File: src/rtl/sobel_pkg.sv
`default_nettype none
// +----------------------------------------------------------------------+
// | sobel_pkg                                                            |
// | Shared constants, FSM encoding and tap helpers for the Sobel block.  |
// | Revision: 1.0                                                        |
// +----------------------------------------------------------------------+
package sobel_pkg;

  localparam int c_def_img_w  = 64;
  localparam int c_def_img_h  = 64;
  localparam int c_def_addr_w = 12;

  localparam logic [3:0] c_tap_last = 4'd8;

  typedef logic [2:0] state_t;

  localparam state_t c_st_idle  = 3'd0;
  localparam state_t c_st_fetch = 3'd1;
  localparam state_t c_st_drain = 3'd2;
  localparam state_t c_st_win   = 3'd3;
  localparam state_t c_st_res   = 3'd4;
  localparam state_t c_st_write = 3'd5;
  localparam state_t c_st_done  = 3'd6;

  // Row offset (tap/3) of a 3x3 tap index, without a divider.
  function automatic logic [1:0] tap_row_off(input logic [3:0] tap);
    case (tap)
      4'd0, 4'd1, 4'd2: tap_row_off = 2'd0;
      4'd3, 4'd4, 4'd5: tap_row_off = 2'd1;
      default:          tap_row_off = 2'd2;
    endcase
  endfunction

  // Column offset (tap%3) of a 3x3 tap index.
  function automatic logic [1:0] tap_col_off(input logic [3:0] tap);
    case (tap)
      4'd0, 4'd3, 4'd6: tap_col_off = 2'd0;
      4'd1, 4'd4, 4'd7: tap_col_off = 2'd1;
      default:          tap_col_off = 2'd2;
    endcase
  endfunction

endpackage
`default_nettype wire

File: src/rtl/sobel_addr_gen.sv
`default_nettype none
// +----------------------------------------------------------------------+
// | sobel_addr_gen                                                       |
// | Row-major read address of a window tap and the window centre address.|
// | Revision: 1.0                                                        |
// +----------------------------------------------------------------------+
module sobel_addr_gen
  import sobel_pkg::*;
#(
  parameter int IMG_W  = c_def_img_w,
  parameter int ADDR_W = c_def_addr_w
) (
  input  logic [ADDR_W-1:0] i_row,
  input  logic [ADDR_W-1:0] i_col,
  input  logic [3:0]        i_tap,
  output logic [ADDR_W-1:0] o_tap_addr,
  output logic [ADDR_W-1:0] o_ctr_addr
);

  localparam logic [ADDR_W-1:0] c_img_w = ADDR_W'(IMG_W);
  localparam logic [ADDR_W-1:0] c_one   = ADDR_W'(1);

  logic [ADDR_W-1:0] w_tap_row;
  logic [ADDR_W-1:0] w_tap_col;

  // Centre is never on the border, so row-1 / col-1 cannot underflow.
  always_comb begin
    w_tap_row = i_row - c_one + ADDR_W'(tap_row_off(i_tap));
    w_tap_col = i_col - c_one + ADDR_W'(tap_col_off(i_tap));
  end

  assign o_tap_addr = w_tap_row * c_img_w + w_tap_col;
  assign o_ctr_addr = i_row * c_img_w + i_col;

endmodule
`default_nettype wire

File: src/rtl/sobel_scan_ctrl.sv
`default_nettype none
// +----------------------------------------------------------------------+
// | sobel_scan_ctrl                                                      |
// | Scans interior pixels, fetches 3x3 windows, writes edge decisions.   |
// | Revision: 1.0                                                        |
// +----------------------------------------------------------------------+
module sobel_scan_ctrl
  import sobel_pkg::*;
#(
  parameter int IMG_W  = c_def_img_w,
  parameter int IMG_H  = c_def_img_h,
  parameter int ADDR_W = c_def_addr_w
) (
  input  logic              clk,
  input  logic              reset,
  input  logic              start,
  output logic              busy,
  output logic              done,
  output logic              rd_en,
  output logic [ADDR_W-1:0] rd_addr,
  input  logic [7:0]        rd_data,
  output logic              win_valid,
  input  logic              win_ready,
  output logic [71:0]       win_data,
  input  logic              res_valid,
  input  logic              res_bit,
  output logic              wr_en,
  output logic [ADDR_W-1:0] wr_addr,
  output logic              wr_data
);

  localparam logic [ADDR_W-1:0] c_one      = ADDR_W'(1);
  localparam logic [ADDR_W-1:0] c_col_last = ADDR_W'(IMG_W - 2);
  localparam logic [ADDR_W-1:0] c_row_last = ADDR_W'(IMG_H - 2);

  state_t            r_state;
  state_t            w_next;
  logic [ADDR_W-1:0] r_row;
  logic [ADDR_W-1:0] r_col;
  logic [3:0]        r_tap;
  logic [3:0]        r_cap_idx;
  logic              r_cap_en;
  logic [71:0]       r_win;
  logic              r_res_bit;
  logic [ADDR_W-1:0] w_tap_addr;
  logic [ADDR_W-1:0] w_ctr_addr;
  logic              w_last_col;
  logic              w_last_row;

  assign w_last_col = (r_col == c_col_last);
  assign w_last_row = (r_row == c_row_last);

  sobel_addr_gen #(
    .IMG_W  (IMG_W),
    .ADDR_W (ADDR_W)
  ) u_addr_gen (
    .i_row      (r_row),
    .i_col      (r_col),
    .i_tap      (r_tap),
    .o_tap_addr (w_tap_addr),
    .o_ctr_addr (w_ctr_addr)
  );

  always_ff @(posedge clk or posedge reset) begin
    if (reset) begin
      r_state <= c_st_idle;
    end else begin
      r_state <= w_next;
    end
  end

  always_comb begin
    w_next = r_state;
    case (r_state)
      c_st_idle:  if (start) w_next = c_st_fetch;
      c_st_fetch: if (r_tap == c_tap_last) w_next = c_st_drain;
      c_st_drain: w_next = c_st_win;
      c_st_win:   if (win_ready) w_next = c_st_res;
      c_st_res:   if (res_valid) w_next = c_st_write;
      c_st_write: w_next = (w_last_col && w_last_row) ? c_st_done : c_st_fetch;
      c_st_done:  w_next = c_st_idle;
      default:    w_next = c_st_idle;
    endcase
  end

  // Read data returns one cycle after the strobe, so the tap index is
  // delayed alongside it; the final capture lands in DRAIN.
  always_ff @(posedge clk or posedge reset) begin
    if (reset) begin
      r_row     <= c_one;
      r_col     <= c_one;
      r_tap     <= 4'd0;
      r_cap_en  <= 1'b0;
      r_cap_idx <= 4'd0;
      r_win     <= '0;
      r_res_bit <= 1'b0;
    end else begin
      r_cap_en  <= (r_state == c_st_fetch);
      r_cap_idx <= r_tap;
      if (r_cap_en) begin
        r_win[{r_cap_idx, 3'b000} +: 8] <= rd_data;
      end
      case (r_state)
        c_st_idle: begin
          if (start) begin
            r_row <= c_one;
            r_col <= c_one;
            r_tap <= 4'd0;
          end
        end
        c_st_fetch: begin
          r_tap <= (r_tap == c_tap_last) ? 4'd0 : r_tap + 4'd1;
        end
        c_st_res: begin
          if (res_valid) r_res_bit <= res_bit;
        end
        c_st_write: begin
          if (!w_last_col) begin
            r_col <= r_col + c_one;
          end else begin
            r_col <= c_one;
            if (!w_last_row) r_row <= r_row + c_one;
          end
        end
        default: ;
      endcase
    end
  end

  // Addresses are forced to zero outside their strobe cycles.
  always_comb begin
    busy      = (r_state != c_st_idle) && (r_state != c_st_done);
    done      = (r_state == c_st_done);
    rd_en     = (r_state == c_st_fetch);
    win_valid = (r_state == c_st_win);
    wr_en     = (r_state == c_st_write);
    rd_addr   = rd_en ? w_tap_addr : '0;
    wr_addr   = wr_en ? w_ctr_addr : '0;
    win_data  = r_win;
    wr_data   = r_res_bit;
  end

endmodule
`default_nettype wire

File: config.mk
export PLATFORM = sky130hd
export DESIGN_NAME = sobel_scan_ctrl
export DESIGN_NICKNAME = d
export VERILOG_FILES = /design/src/rtl/sobel_pkg.sv /design/src/rtl/sobel_addr_gen.sv /design/src/rtl/sobel_scan_ctrl.sv
export SDC_FILE = /design/constraint.sdc
export NUM_CORES = 1
export LEC_CHECK = 0
export CAP_MARGIN = 20
export CORE_MARGIN = 2
export CORE_UTILIZATION = 30
export DETAILED_ROUTE_END_ITERATION = 7
export DONT_BUFFER_PORTS = 1
export SYNTH_ARGS = -nofsm -noshare
export SYNTH_HDL_FRONTEND = slang
export SYNTH_HIERARCHICAL = 1
export SYNTH_SLANG_ARGS = --single-unit
File: constraint.sdc
create_clock -name clk -period 5.6 [get_ports clk]
set_clock_uncertainty 0.15 [all_clocks]
set_input_delay 1.12 -clock clk [delete_from_list [all_inputs] [get_ports clk]]
set_output_delay 1.12 -clock clk [all_outputs]
set_load 0.02 [all_outputs]
======== Word-level counts from Yosys, hierarchy flattened ========
Cells that the tools add are included.
cells by class
  add/subtract/negate cells ............... 10
  $mul .................................... 0
  div/mod/pow operators ................... 0
  order comparisons ....................... 0
  equal/unequal tests ..................... 23
  shift operators ......................... 2
  muxes and demuxes ....................... 20
  bitwise operators ....................... 0
  reduce and logical (&&, ||, !) cells .... 16
operator list
  operator                  number
  $bwmux W72                1
  $mux W12                  6
  $shift A8 B9 Y72 const A  1
  $shiftx A8 B9 Y72         1
  $pmux W12 S2              2
  $add A12 B1 Y12 const B   2
  $add A12 B12 Y12          2
  $eq A12 B6 Y1 const B     2
  $pmux W3 S6               1
  $eq A4 B3 Y1 const B      4
  $mux W3                   5
  $add A12 B2 Y12           1
  $reduce_or A3 Y1          4
  $sub A12 B1 Y12 const B   1
  $eq A3 B3 Y1 const B      3
  $neg A7 Y9                1
  $eq A4 B2 Y1 const B      2
  $mux W4                   2
  $pmux W2 S2               2
  $pmux W4 S2               1
  $reduce_and A4 Y1         2
  $add A6 B2 Y6             1
  $eq A3 B2 Y1 const B      2
  $ne A2 B1 Y1 const B      3
  13 further kinds          19
word-level totals
  bits in registers ....................... 109
  latch bits .............................. 0
  bits in writable memories ............... 0
  memory bits (read-only) ................. 0
  input bits .............................. 14
  output and inout bits ................... 102
  word-level logic and storage cells ...... 79
  memories ................................ 0

======== Longest topological paths before layout ========
Gate-level depths: netlist of the first run.
  word-level depth ........................ 6
  gate-level depth with buffers ........... 16
  depth with buffers taken out ............ 16

======== Modules after synthesis ========
Netlist of the first run, hierarchy kept.
modules (own cells, without submodules)
  module           times used  cells each  area each (sq um)  seq. area each (sq um)
  sobel_scan_ctrl  1           436         5,082.4            2,730.1
  sobel_addr_gen   1           146         1,091.0            0.0

======== Worst setup path after synthesis of the first run ========
OpenSTA, ideal clock, no wires.
  path kind ............................... reg2out
  start ................................... reg r_tap[1]
  end ..................................... out rd_addr[11]
  arrival time ............................ 3,266 ps
  slack ................................... 1,064 ps
  stages on the path, launching flop included .. 17
  buffers on the path ..................... 0
  cell sequence ........................... dfrtp_1 nand2b_1 a21o_1 ha_1 inv_1 ha_1 fa_1 xnor2_1 ha_1 inv_1 ha_1 a21oi_1 nand2_1 o31a_1 o41ai_4 xnor2_1 and3_1
between the ends
  word-level cells in the longest chain between the ends .. 6
  elaborated cells between the ends (all ways) .. 18
  classes of those cells .................. add/sub (3); eq/ne (7); mux (3); reduce/logical (5)
ends and longest elaborated chain
  item                                              line                                        source
  start: declaration                                sobel_scan_ctrl.sv:40                       logic [3:0] r_tap;
  start signal: assignment                          sobel_scan_ctrl.sv:112                      r_tap <= (r_tap == c_tap_last) ? 4'd0 : r_tap + 4'd1;
  $eq A4 B1 Y1 (tied with other cells)              sobel_pkg.sv:27, sobel_pkg.sv:36
  $reduce_or A3 Y1 (on tied branches)               sobel_pkg.sv:36, sobel_pkg.sv:27
  $pmux W2 S2 (on tied branches)                    sobel_pkg.sv:36, sobel_pkg.sv:27
  $add A12 B2 Y12 or $add A6 B2 Y6 (tied branches)  sobel_addr_gen.sv:29, sobel_addr_gen.sv:28
  $add A12 B12 Y12 *                                sobel_addr_gen.sv:32                        assign o_tap_addr = w_tap_row * c_img_w + w_tap_col;
  named net w_tap_addr[11]                          sobel_scan_ctrl.sv:45                       logic [ADDR_W-1:0] w_tap_addr;
  $mux W12 *                                        sobel_scan_ctrl.sv:137                      rd_addr = rd_en ? w_tap_addr : '0;
  end: declaration                                  sobel_scan_ctrl.sv:20                       output logic [ADDR_W-1:0] rd_addr,
The timed path passes the listed nets; every way through them passes the cells marked *.

======== Worst setup path after layout of the first run ========
Ends and elaborated chain as after synthesis.

==> out/metrics.cfg, run 1 <==
[synthesis]
async_flop_share=1.00
synth_ff_type=dfrtp_1
synth_area_per_cell_um2=10.6
yosys.area.top_type=dfrtp_1
synth_edf_count=0
synth.area.top_cells=dfrtp_1 (43%), mux2_2 (13%), ha_1 (7.5%)
synth-seq-area-share=0.442
syn_area_um2=6170
synth_cells=582
synth.yosys.warnings=6
yosysUniqueCellTypes=56
synth_seq_cells=109
yosysTopAreaCellShare=0.434
synth_nets=636

[clocking]
clkLatencyLatePin_ns=0.35
cts_setup_buffers=0
path_clk_slew_ns=0.08
cts_hold_buf=0
htreeDepth=3
cts_inserted_buffers=9
cts-root-buf=clkbuf_16
tritoncts=built
cts_resized=0
clockBufferDepth=2
clkSinkCount=109

[layout]
nNetsFinal=629
final_cells=850
area_delta_synth_final_pct=8.86
post-route-util=0.332
final_common_cell=dfrtp_1
drive_above_1_share=0.184
n_antenna_cell=0
layout_common_cells=dfrtp_1 (107), mux2_2 (73), inv_1 (55)

[hold_path]
hold_class=flip-flop to flip-flop
holdPathEnd=r_col[11]$_DFFE_PP0P_
holdPathStages=1
hp-start=r_col[11]$_DFFE_PP0P_

[global_route]
grt-ovfl-total=0
grt_pass1_vias=4183
antenna_found_initial=0
grt-busiest-layer=met2
use_met3=0.0528
grt_pass1_wl_mm=23.5
met2_usage=0.219
use_met1=0.178
grt.total_usage=0.137
grt_start_max_net_pins=70

[floorplanning]
start_util=0.305
die_w_um=147
die_h_um=147
core_um2=20200
die_area_um2=21700
io_pins=116
core.rowCount=52

[detailed_routing]
drc=0
viasPerCell=4.93
antenna_left=0
wl_per_cell_um=17.0
vias=4192
first_pass_iters=4
drtIter0Drc=188
totalWireLength_mm=14.4

[sta]
finalHoldViolations=0
rsz0062_at_grt=false
slew_violations=0
worstMarginPinSlew_ns=0.992
min_period_ns=5.18
relSlewSlack=0.335
fin_setup_tns_ns=0
layout_setup_ws_ns=0.419
clock.fmax_ghz=0.193
finalCritPeriodShare=0.925
finalSetupViolCount=0

[placement]
port_buffers=0
finalWeightedCongestion=0.785
place_ws_ns=0.817
dp_hpwl_mm=10.3
placed_cells=834

[worst_setup_path]
end_kind=primary output
r2r_setup_slack_ns=2.76
slowest_delay_ns=0.49
cp_slowest_cell=dfrtp_1
cpMostUsedCell=ha_1
rr_startpoint=r_col[1]$_DFFE_PP0P_
critPathLaunchType=flip-flop
crit_arrival_ns=3.91
required_ns=4.33
reg2regPathDepth=5
crit_family=adder cells
critPathKind=flip-flop to primary output
path_cells=nand2b_1 > a21o_1 > ha_1 > inv_1 > ha_1 > fa_1 > xnor2_1 > ha_1 > inv_1 > ha_1 > a21oi_1 > nand2_1 > o31a_1 > o41ai_4 > xnor2_1 > and3_1
r2r-end=r_state[0]$_DFFE_PP0P_
path_buf_inv=2
critPathMaxFanout=9

[pwr]
pwr-share-clk=0.145
leakagePower_nw=3.12
p_int_mw=2.33
power_frac_comb=0.484
peakVddDrop_mv=1.04
swShare=0.473
finalPower_mw=4.42
seqPwrFrac=0.370
p_sw_mw=2.09
powerDensity_nw_per_um2=658

[run]
drv_cap=0

[outcome]
status=finished clean

-- worst reg2reg max path, cell delays in order (launching register included) --
cell and delay [ns]:
dfrtp_1 0.52, ha_1 0.22, or4b_1 0.55, o31ai_2 0.83, o211ai_1 0.21, a32o_1 0.25
-- logic make-up after synthesis --
group                      count (synthesis)  synth area share
buffers and inverters                     76            0.0513
xor gates and xnor gates                  31            0.0440
DFF                                      109             0.442
adders and majority gates                 40            0.0847
and+or+nand+nor                          172             0.156
muxes                                     77             0.140
AOI/OAI and AO/OA                         77            0.0817
-- layout make-up --
type,instances,area [um2]
clock buffers,9,225
clock inverters,7,72.6
fillers,2078,13500
inverters,56,213
multi-input cells,397,3130
flip-flops and latches,109,2730
well taps,270,338
repair buffers,2,15.0
-- power groups by stage --
stage                     Sequential (mW)  Combinational [mW]  Clock [mW]
after floorplan                      1.54                1.84           0
after global placement               1.65                2.11           0
after detailed placement             1.66                2.13           0
after CTS                            1.64                2.15       0.664
after global routing                 1.69                2.41       0.696
final                                1.64                2.14       0.643
-- per-stage QoR --
step,area (um2),hold slack (ns)
detailed placement,6420,0.384
global route,6720,0.423
global placement,6420,0.376
finish,6720,0.390
CTS,6720,0.393
floorplan,6170,0.334
-- synth_stat cells (3+ instances only) --
cell / count
a21o_1: 7
a21oi_1: 15
a22o_1: 4
a31oi_1: 6
and2_1: 23
and3_1: 30
buf_4: 6
clkbuf_1: 12
dfrtp_1: 107
fa_1: 3
ha_1: 37
inv_1: 56
mux2_2: 73
mux2i_1: 3
nand2_1: 24
nand2b_1: 4
nand3_1: 15
nand4_1: 12
nor2_1: 31
nor2b_1: 6
nor3_1: 7
o21ai_0: 27
or2_2: 4
or3_1: 3
xnor2_1: 16
xor2_1: 15
-- layer usage --
| metal | routed length (um) | vias to the layer above | part of all wire |
|---|---|---|---|
| met2 | 6540 | 123 | 0.45 |
| met5 | 0 | - | 0 |
| met4 | 155 | 0 | 0.011 |
| li1 | - | 2005 | - |
| met3 | 1230 | 12 | 0.085 |
| met1 | 6520 | 2052 | 0.45 |
-- how the worst max path moves through the flow --
stage	from	to	slack (ns)	cells after the start
2_1_floorplan	r_tap[1]$_DFFE_PP0P_	rd_addr[11]	1.06	16
3_3_place_gp	r_tap[1]$_DFFE_PP0P_	rd_addr[11]	0.90	16
3_5_place_dp	r_tap[1]$_DFFE_PP0P_	rd_addr[11]	0.82	16
4_1_cts	r_tap[1]$_DFFE_PP0P_	rd_addr[11]	0.40	16
5_1_grt	r_tap[1]$_DFFE_PP0P_	rd_addr[11]	0.14	16
6_report	r_tap[1]$_DFFE_PP0P_	rd_addr[11]	0.42	16
-- sequential cells by signal, summed over array words and instances, names as in the netlist --
name / cells
r_row: 12
r_state: 3
r_col: 12
win_data: 72
wr_data: 1
r_tap: 4
r_cap_en: 1
r_cap_idx: 4
Note: power is estimated with default switching activity, not from simulation.
==> inputs of run 2 (changes only) <==
--- a/config.mk
+++ b/config.mk
@@ -10,6 +10,8 @@
 export CORE_UTILIZATION = 30
 export DETAILED_ROUTE_END_ITERATION = 7
 export DONT_BUFFER_PORTS = 1
+export RECOVER_POWER = 25
+export SLEW_MARGIN = 20
 export SYNTH_ARGS = -nofsm -noshare
 export SYNTH_HDL_FRONTEND = slang
 export SYNTH_HIERARCHICAL = 1
==> run 2 against run 1 <==
  * The flow now finishes with violations (capacitance limit, slew limit)
  * Count of clock-buffer cells in the layout stayed put
  * Sequential cell count stayed put
  * First-iteration DRC count stayed put
  * Sequential share of layout area hardly changed
  * Critical path depth stayed put
  * Utilization hardly changed
  * Global-route usage stayed put
  * Clock power hardly changed
  * Final area hardly changed
  * Sequential power hardly changed
  * Cell count stayed put
  * Wire length hardly changed
==> out/metrics.cfg, run 2 (synthesis results as in run 1) <==
[detailed_routing]
totalWireLength_mm=14.4  ; about the same
viasPerCell=4.93  ; unchanged
vias=4192  ; unchanged
first_pass_iters=4  ; unchanged
wl_per_cell_um=17.0  ; about the same
drc=0  ; unchanged
drtIter0Drc=188  ; unchanged
antenna_left=0  ; unchanged

[worst_setup_path]
critPathMaxFanout=9  ; unchanged
path_cells=nand2b_1 > a21o_1 > ha_1 > inv_1 > ha_1 > fa_1 > xnor2_1 > ha_1 > inv_1 > ha_1 > a21oi_1 > nand2_1 > o31a_1 > o41ai_4 > xnor2_1 > and3_1  ; unchanged
crit_arrival_ns=3.91  ; about the same
cp_num_cells=16  ; unchanged
path_buf_inv=2  ; unchanged
startpoint=r_tap[1]$_DFFE_PP0P_  ; unchanged
r2r_setup_slack_ns=2.76  ; about the same
worstSetupEndpoint=rd_addr[11]  ; unchanged
r2r-end=r_state[0]$_DFFE_PP0P_  ; unchanged
critPathLaunchType=flip-flop  ; unchanged
reg2regPathDepth=5  ; unchanged
cpMostUsedCell=ha_1  ; unchanged
cp_slowest_cell=dfrtp_1  ; unchanged
critPathKind=flip-flop to primary output  ; unchanged
crit_family=adder cells  ; unchanged
required_ns=4.33  ; about the same
end_kind=primary output  ; unchanged
rr_startpoint=r_col[1]$_DFFE_PP0P_  ; unchanged
slowest_delay_ns=0.49  ; about the same

[placement]
dp_hpwl_mm=10.3  ; unchanged
place_ws_ns=0.817  ; unchanged
finalWeightedCongestion=0.785  ; unchanged
placed_cells=834  ; unchanged
port_buffers=0  ; unchanged

[floorplanning]
die_area_um2=21700  ; unchanged
die_w_um=147  ; unchanged
start_util=0.305  ; unchanged
core_um2=20200  ; unchanged
die_h_um=147  ; unchanged
core.rowCount=52  ; unchanged
io_pins=116  ; unchanged

[pwr]
p_int_mw=2.33  ; about the same
pwr-share-clk=0.145  ; about the same
power_frac_comb=0.484  ; about the same
swShare=0.473  ; about the same
p_sw_mw=2.09  ; about the same
peakVddDrop_mv=1.04  ; unchanged
powerDensity_nw_per_um2=658  ; about the same
seqPwrFrac=0.370  ; about the same
leakagePower_nw=3.12  ; about the same

[global_route]
grt_pass1_vias=4183  ; unchanged
antenna_found_initial=0  ; unchanged
grt-ovfl-total=0  ; unchanged
grt_pass1_wl_mm=23.5  ; unchanged
grt.total_usage=0.137  ; unchanged
grt_start_max_net_pins=70  ; unchanged

[clocking]
htreeDepth=3  ; unchanged
path_clk_slew_ns=0.08  ; about the same
clockBufferDepth=2  ; unchanged
clkSinkCount=109  ; unchanged
cts_hold_buf=0  ; unchanged
tritoncts=built  ; unchanged
clkLatencyLatePin_ns=0.35  ; about the same
cts_resized=0  ; unchanged
cts_setup_buffers=0  ; unchanged
cts_inserted_buffers=9  ; unchanged
cts-root-buf=clkbuf_16  ; unchanged

[layout]
layout_common_cells=dfrtp_1 (107), mux2_2 (73), inv_1 (55)  ; unchanged
final_cells=850  ; unchanged
post-route-util=0.332  ; about the same
largest_reg_flops=72  ; unchanged
n_antenna_cell=0  ; unchanged
drive_above_1_share=0.184  ; unchanged
nNetsFinal=629  ; unchanged
area_delta_synth_final_pct=8.84  ; was 8.86%
final_common_cell=dfrtp_1  ; unchanged

[outcome]
failed_checks=capacitance limit, slew limit
status=complete, but fails checks  ; was finished clean

[sta]
fin_setup_tns_ns=0  ; unchanged
worstMarginPinSlew_ns=3.21  ; was 0.992 ns
relSlewSlack=-1.15  ; was 0.335
rsz0062_at_grt=false  ; unchanged
finalSetupViolCount=0  ; unchanged
layout_setup_ws_ns=0.419  ; unchanged
min_period_ns=5.18  ; unchanged
slew_violations=70  ; was 0
clock.fmax_ghz=0.193  ; unchanged
finalHoldViolations=0  ; unchanged
finalCritPeriodShare=0.925  ; unchanged

[run]
drv_cap=1  ; was 0

[hold_path]
hold_class=flip-flop to flip-flop  ; unchanged

[run 2: cell types whose count changed in the layout (fill, tap and decap cells not counted), sizes merged]
| cell | change |
|---|---|
| inv | -1 |
| clkinvlp | +1 |
[run 2: worst min-delay path by stage]
stage | slack, ns | start | cells past startpoint | end
detailed placement | 0.38 | r_col[11]$_DFFE_PP0P_ | 1 | r_col[11]$_DFFE_PP0P_
global route | 0.42 | r_tap[3]$_DFFE_PP0P_ | 0 | r_cap_idx[3]$_DFF_PP0_
global placement | 0.38 | r_col[11]$_DFFE_PP0P_ | 1 | r_col[11]$_DFFE_PP0P_
CTS | 0.39 | r_col[11]$_DFFE_PP0P_ | 1 | r_col[11]$_DFFE_PP0P_
finish | 0.39 | r_col[11]$_DFFE_PP0P_ | 1 | r_col[11]$_DFFE_PP0P_
floorplan | 0.33 | r_col[11]$_DFFE_PP0P_ | 1 | r_col[11]$_DFFE_PP0P_
[run 2: stage by stage]
step	power (mW)	area [um2]	hold slack (ns)
after floorplan	3.38	6170	0.334
after global placement	3.76	6420	0.376
after detailed placement	3.78	6420	0.384
after CTS	4.45	6720	0.393
after global routing	4.80	6720	0.423
final	4.42	6720	0.390
[run 2: power groups by stage]
| stage | logic [mW] | registers [mW] | clock network [mW] |
|---|---|---|---|
| floorplan | 1.84 | 1.54 | 0 |
| global placement | 2.11 | 1.65 | 0 |
| detailed placement | 2.13 | 1.66 | 0 |
| CTS | 2.15 | 1.64 | 0.664 |
| global route | 2.41 | 1.69 | 0.696 |
| finish | 2.14 | 1.64 | 0.643 |
[run 2: per-layer routing]
layer,share of wire,global-route usage,vias to the layer above
li1,-,-,2005
met1,0.45,0.178,2052
met2,0.45,0.219,123
met3,0.085,0.0528,12
met4,0.011,0.0279,0
met5,0,0,-
[run 2: cell type report]
cell class                      count  area (um2)
Clock buffer                        9         225
Clock inverter                      7        72.6
Fill cell                        2079       13500
Inverter                           56         211
Multi-Input combinational cell    397        3130
Sequential cell                   109        2730
Tap cell                          270         338
Timing Repair Buffer                2        15.0
==> inputs of run 3 (changes only) <==
--- a/config.mk
+++ b/config.mk
@@ -10,6 +10,7 @@
 export CORE_UTILIZATION = 30
 export DETAILED_ROUTE_END_ITERATION = 7
 export DONT_BUFFER_PORTS = 1
+export GPL_TIMING_DRIVEN = 0
 export RECOVER_POWER = 25
 export SLEW_MARGIN = 20
 export SYNTH_ARGS = -nofsm -noshare
==> run 3 against run 2 <==
  * The flow still finishes with violations (capacitance limit, slew limit)
  * Fmax is 0.78% lower
  * Utilization increased by 0.48 points
  * Via count is 2.0% higher
  * Critical path depth stayed put
  * Sequential share of layout area shrank 0.58 points
  * Power grew 0.47%
  * Setup slack got worse by 0.041 ns
  * Global-route usage fell by 0.39 points
  * Count of clock-buffer cells in the layout rose by 1
  * Sequential power barely moved
  * First-iteration DRC count grew 15%
  * Critical path type unchanged
  * Largest cell class unchanged
  * Highest routed layer unchanged
==> out/metrics.cfg, run 3 (synthesis results as in run 1) <==
[outcome]
status=complete, but fails checks  ; unchanged
failed_checks=capacitance limit, slew limit  ; unchanged

[worst_setup_path]
critPathLaunchType=flip-flop  ; unchanged
critPathMaxFanout=9  ; unchanged
cp_num_cells=16  ; unchanged
end_kind=primary output  ; unchanged
critPathKind=flip-flop to primary output  ; unchanged
cp_slowest_cell=dfrtp_1  ; unchanged
path_buf_inv=2  ; unchanged
cpMostUsedCell=ha_1  ; unchanged
slowest_delay_ns=0.51  ; was 0.49 ns
r2r_setup_slack_ns=2.51  ; was 2.76 ns
reg2regPathDepth=9  ; was 5
required_ns=4.33  ; about the same
path_cells=nand2b_1 > a21o_1 > ha_1 > inv_1 > ha_1 > fa_1 > xnor2_1 > ha_1 > inv_1 > ha_1 > a21oi_1 > nand2_1 > o31a_1 > o41ai_4 > xnor2_1 > and3_1  ; unchanged
crit_family=adder cells  ; unchanged
crit_arrival_ns=3.95  ; was 3.91 ns

[hold_path]
holdPathStages=1  ; unchanged
hold_class=flip-flop to flip-flop  ; unchanged

[layout]
drive_above_1_share=0.190  ; was 0.184
final_cells=869  ; was 850
regArea_um2=2730  ; unchanged
largest_reg_flops=72  ; unchanged
area_delta_synth_final_pct=10.4  ; was 8.84%
layout_common_cells=dfrtp_1 (107), mux2_2 (73), inv_1 (55)  ; unchanged
multi_input_area_um2=3130  ; unchanged
n_antenna_cell=0  ; unchanged
final_common_cell=dfrtp_1  ; unchanged
nNetsFinal=648  ; was 629
fillers=2038  ; was 2,079
post-route-util=0.337  ; was 0.332

[floorplanning]
die_h_um=147  ; unchanged
io_pins=116  ; unchanged
die_area_um2=21700  ; unchanged
core.rowCount=52  ; unchanged
core_um2=20200  ; unchanged
die_w_um=147  ; unchanged
start_util=0.305  ; unchanged

[sta]
min_period_ns=5.22  ; was 5.18 ns
finalCritPeriodShare=0.933  ; was 0.925
finalSetupViolCount=0  ; unchanged
slew_violations=50  ; was 70
finalHoldViolations=0  ; unchanged
relSlewSlack=-0.546  ; was -1.15
rsz0062_at_grt=false  ; unchanged
fin_setup_tns_ns=0  ; unchanged
worstMarginPinSlew_ns=2.31  ; was 3.21 ns
clock.fmax_ghz=0.191  ; was 0.193 GHz

[global_route]
grt_pass1_vias=4133  ; was 4,183
grt_pass1_wl_mm=22.9  ; was 23.5 mm
grt.total_usage=0.133  ; was 0.137
grt-ovfl-total=0  ; unchanged
use_met3=0.0515  ; was 0.0528
grt-busiest-layer=met2  ; unchanged
use_met1=0.170  ; was 0.178
antenna_found_initial=0  ; unchanged
grt_start_max_net_pins=62  ; was 70
met2_usage=0.214  ; was 0.219

[clocking]
clkSinkCount=109  ; unchanged
cts_inserted_buffers=9  ; unchanged
clockBufferDepth=2  ; unchanged
cts_setup_buffers=0  ; unchanged
htreeDepth=3  ; unchanged
cts_hold_buf=0  ; unchanged
cts-root-buf=clkbuf_16  ; unchanged
cts_resized=0  ; unchanged
path_clk_slew_ns=0.08  ; about the same
clkLatencyLatePin_ns=0.35  ; about the same
tritoncts=built  ; unchanged

[run]
drv_cap=2  ; was 1

[detailed_routing]
drtIter0Drc=216  ; was 188
first_pass_iters=4  ; unchanged
wl_per_cell_um=16.3  ; was 17.0 um
antenna_left=0  ; unchanged
totalWireLength_mm=14.2  ; was 14.4 mm
vias=4274  ; was 4,192
viasPerCell=4.92  ; was 4.93
drc=0  ; unchanged

[pwr]
leakagePower_nw=3.17  ; was 3.12 nW
p_int_mw=2.35  ; was 2.33 mW
finalPower_mw=4.44  ; was 4.42 mW
power_frac_comb=0.490  ; was 0.484
pwr-share-clk=0.145  ; about the same
peakVddDrop_mv=1.11  ; was 1.04 mV
p_sw_mw=2.09  ; about the same
powerDensity_nw_per_um2=651  ; was 658 nW/um2
swShare=0.470  ; was 0.473
seqPwrFrac=0.364  ; was 0.370

[placement]
dp_hpwl_mm=10.3  ; about the same
finalWeightedCongestion=0.794  ; was 0.785
placed_cells=853  ; was 834
port_buffers=0  ; unchanged

## run 3: cell types whose count changed in the layout (fill, tap and decap cells not counted)
cell,delta
buf_2,+1
buf_4,+4
buf_6,+1
clkbuf_1,+12
clkbuf_2,+1
clkbuf_8,+1
clkinv_2,-1
clkinv_4,+1
inv_6,+2
inv_8,-3
## run 3: area by class of cell
| class | count | area share |
|---|---|---|
| repair buffers | 1 | 0.000734 |
| plain buffers | 20 | 0.0156 |
| flip-flops and latches | 109 | 0.401 |
| clock inverters | 6 | 0.00881 |
| inverters | 56 | 0.0310 |
| multi-input cells | 397 | 0.459 |
| clock buffers | 10 | 0.0351 |
| well taps | 270 | 0.0496 |
## run 3: path summary, 6_finish.rpt
path                                        start                  endpoint
hold reg to reg             r_col[11]$_DFFE_PP0P_     r_col[11]$_DFFE_PP0P_
hold / removal              r_col[11]$_DFFE_PP0P_     r_col[11]$_DFFE_PP0P_
setup reg to reg           r_cap_idx[0]$_DFF_PP0_  win_data[25]$_DFFE_PP0P_
min in group asynchronous                   reset      r_col[7]$_DFFE_PP0P_
setup / recovery             r_tap[1]$_DFFE_PP0P_               rd_addr[11]
max in group asynchronous                   reset  win_data[37]$_DFFE_PP0P_
## run 3: per-layer routing
metal | share of wire | vias to the layer above
met5 | 0 | -
met4 | 0.0098 | 0
met3 | 0.094 | 10
met2 | 0.45 | 129
met1 | 0.44 | 2100
li1 | - | 2035
## run 3: power groups by stage
stage	Clock [mW]	Sequential (mW)	Combinational, mW
after floorplan	0	1.54	1.84
after global placement	0	1.63	2.17
after global routing	0.697	1.66	2.44
after CTS	0.666	1.62	2.20
after detailed placement	0	1.64	2.18
final	0.645	1.62	2.18
## run 3: metrics by stage
step	instance area (um2)	setup WS, ns	hold WS [ns]
2_1_floorplan	6170	1.06	0.334
3_3_place_gp	6510	0.0328	0.361
3_5_place_dp	6540	0.764	0.381
4_1_cts	6840	0.347	0.392
5_1_grt	6820	0.0904	0.435
6_report	6820	0.378	0.385
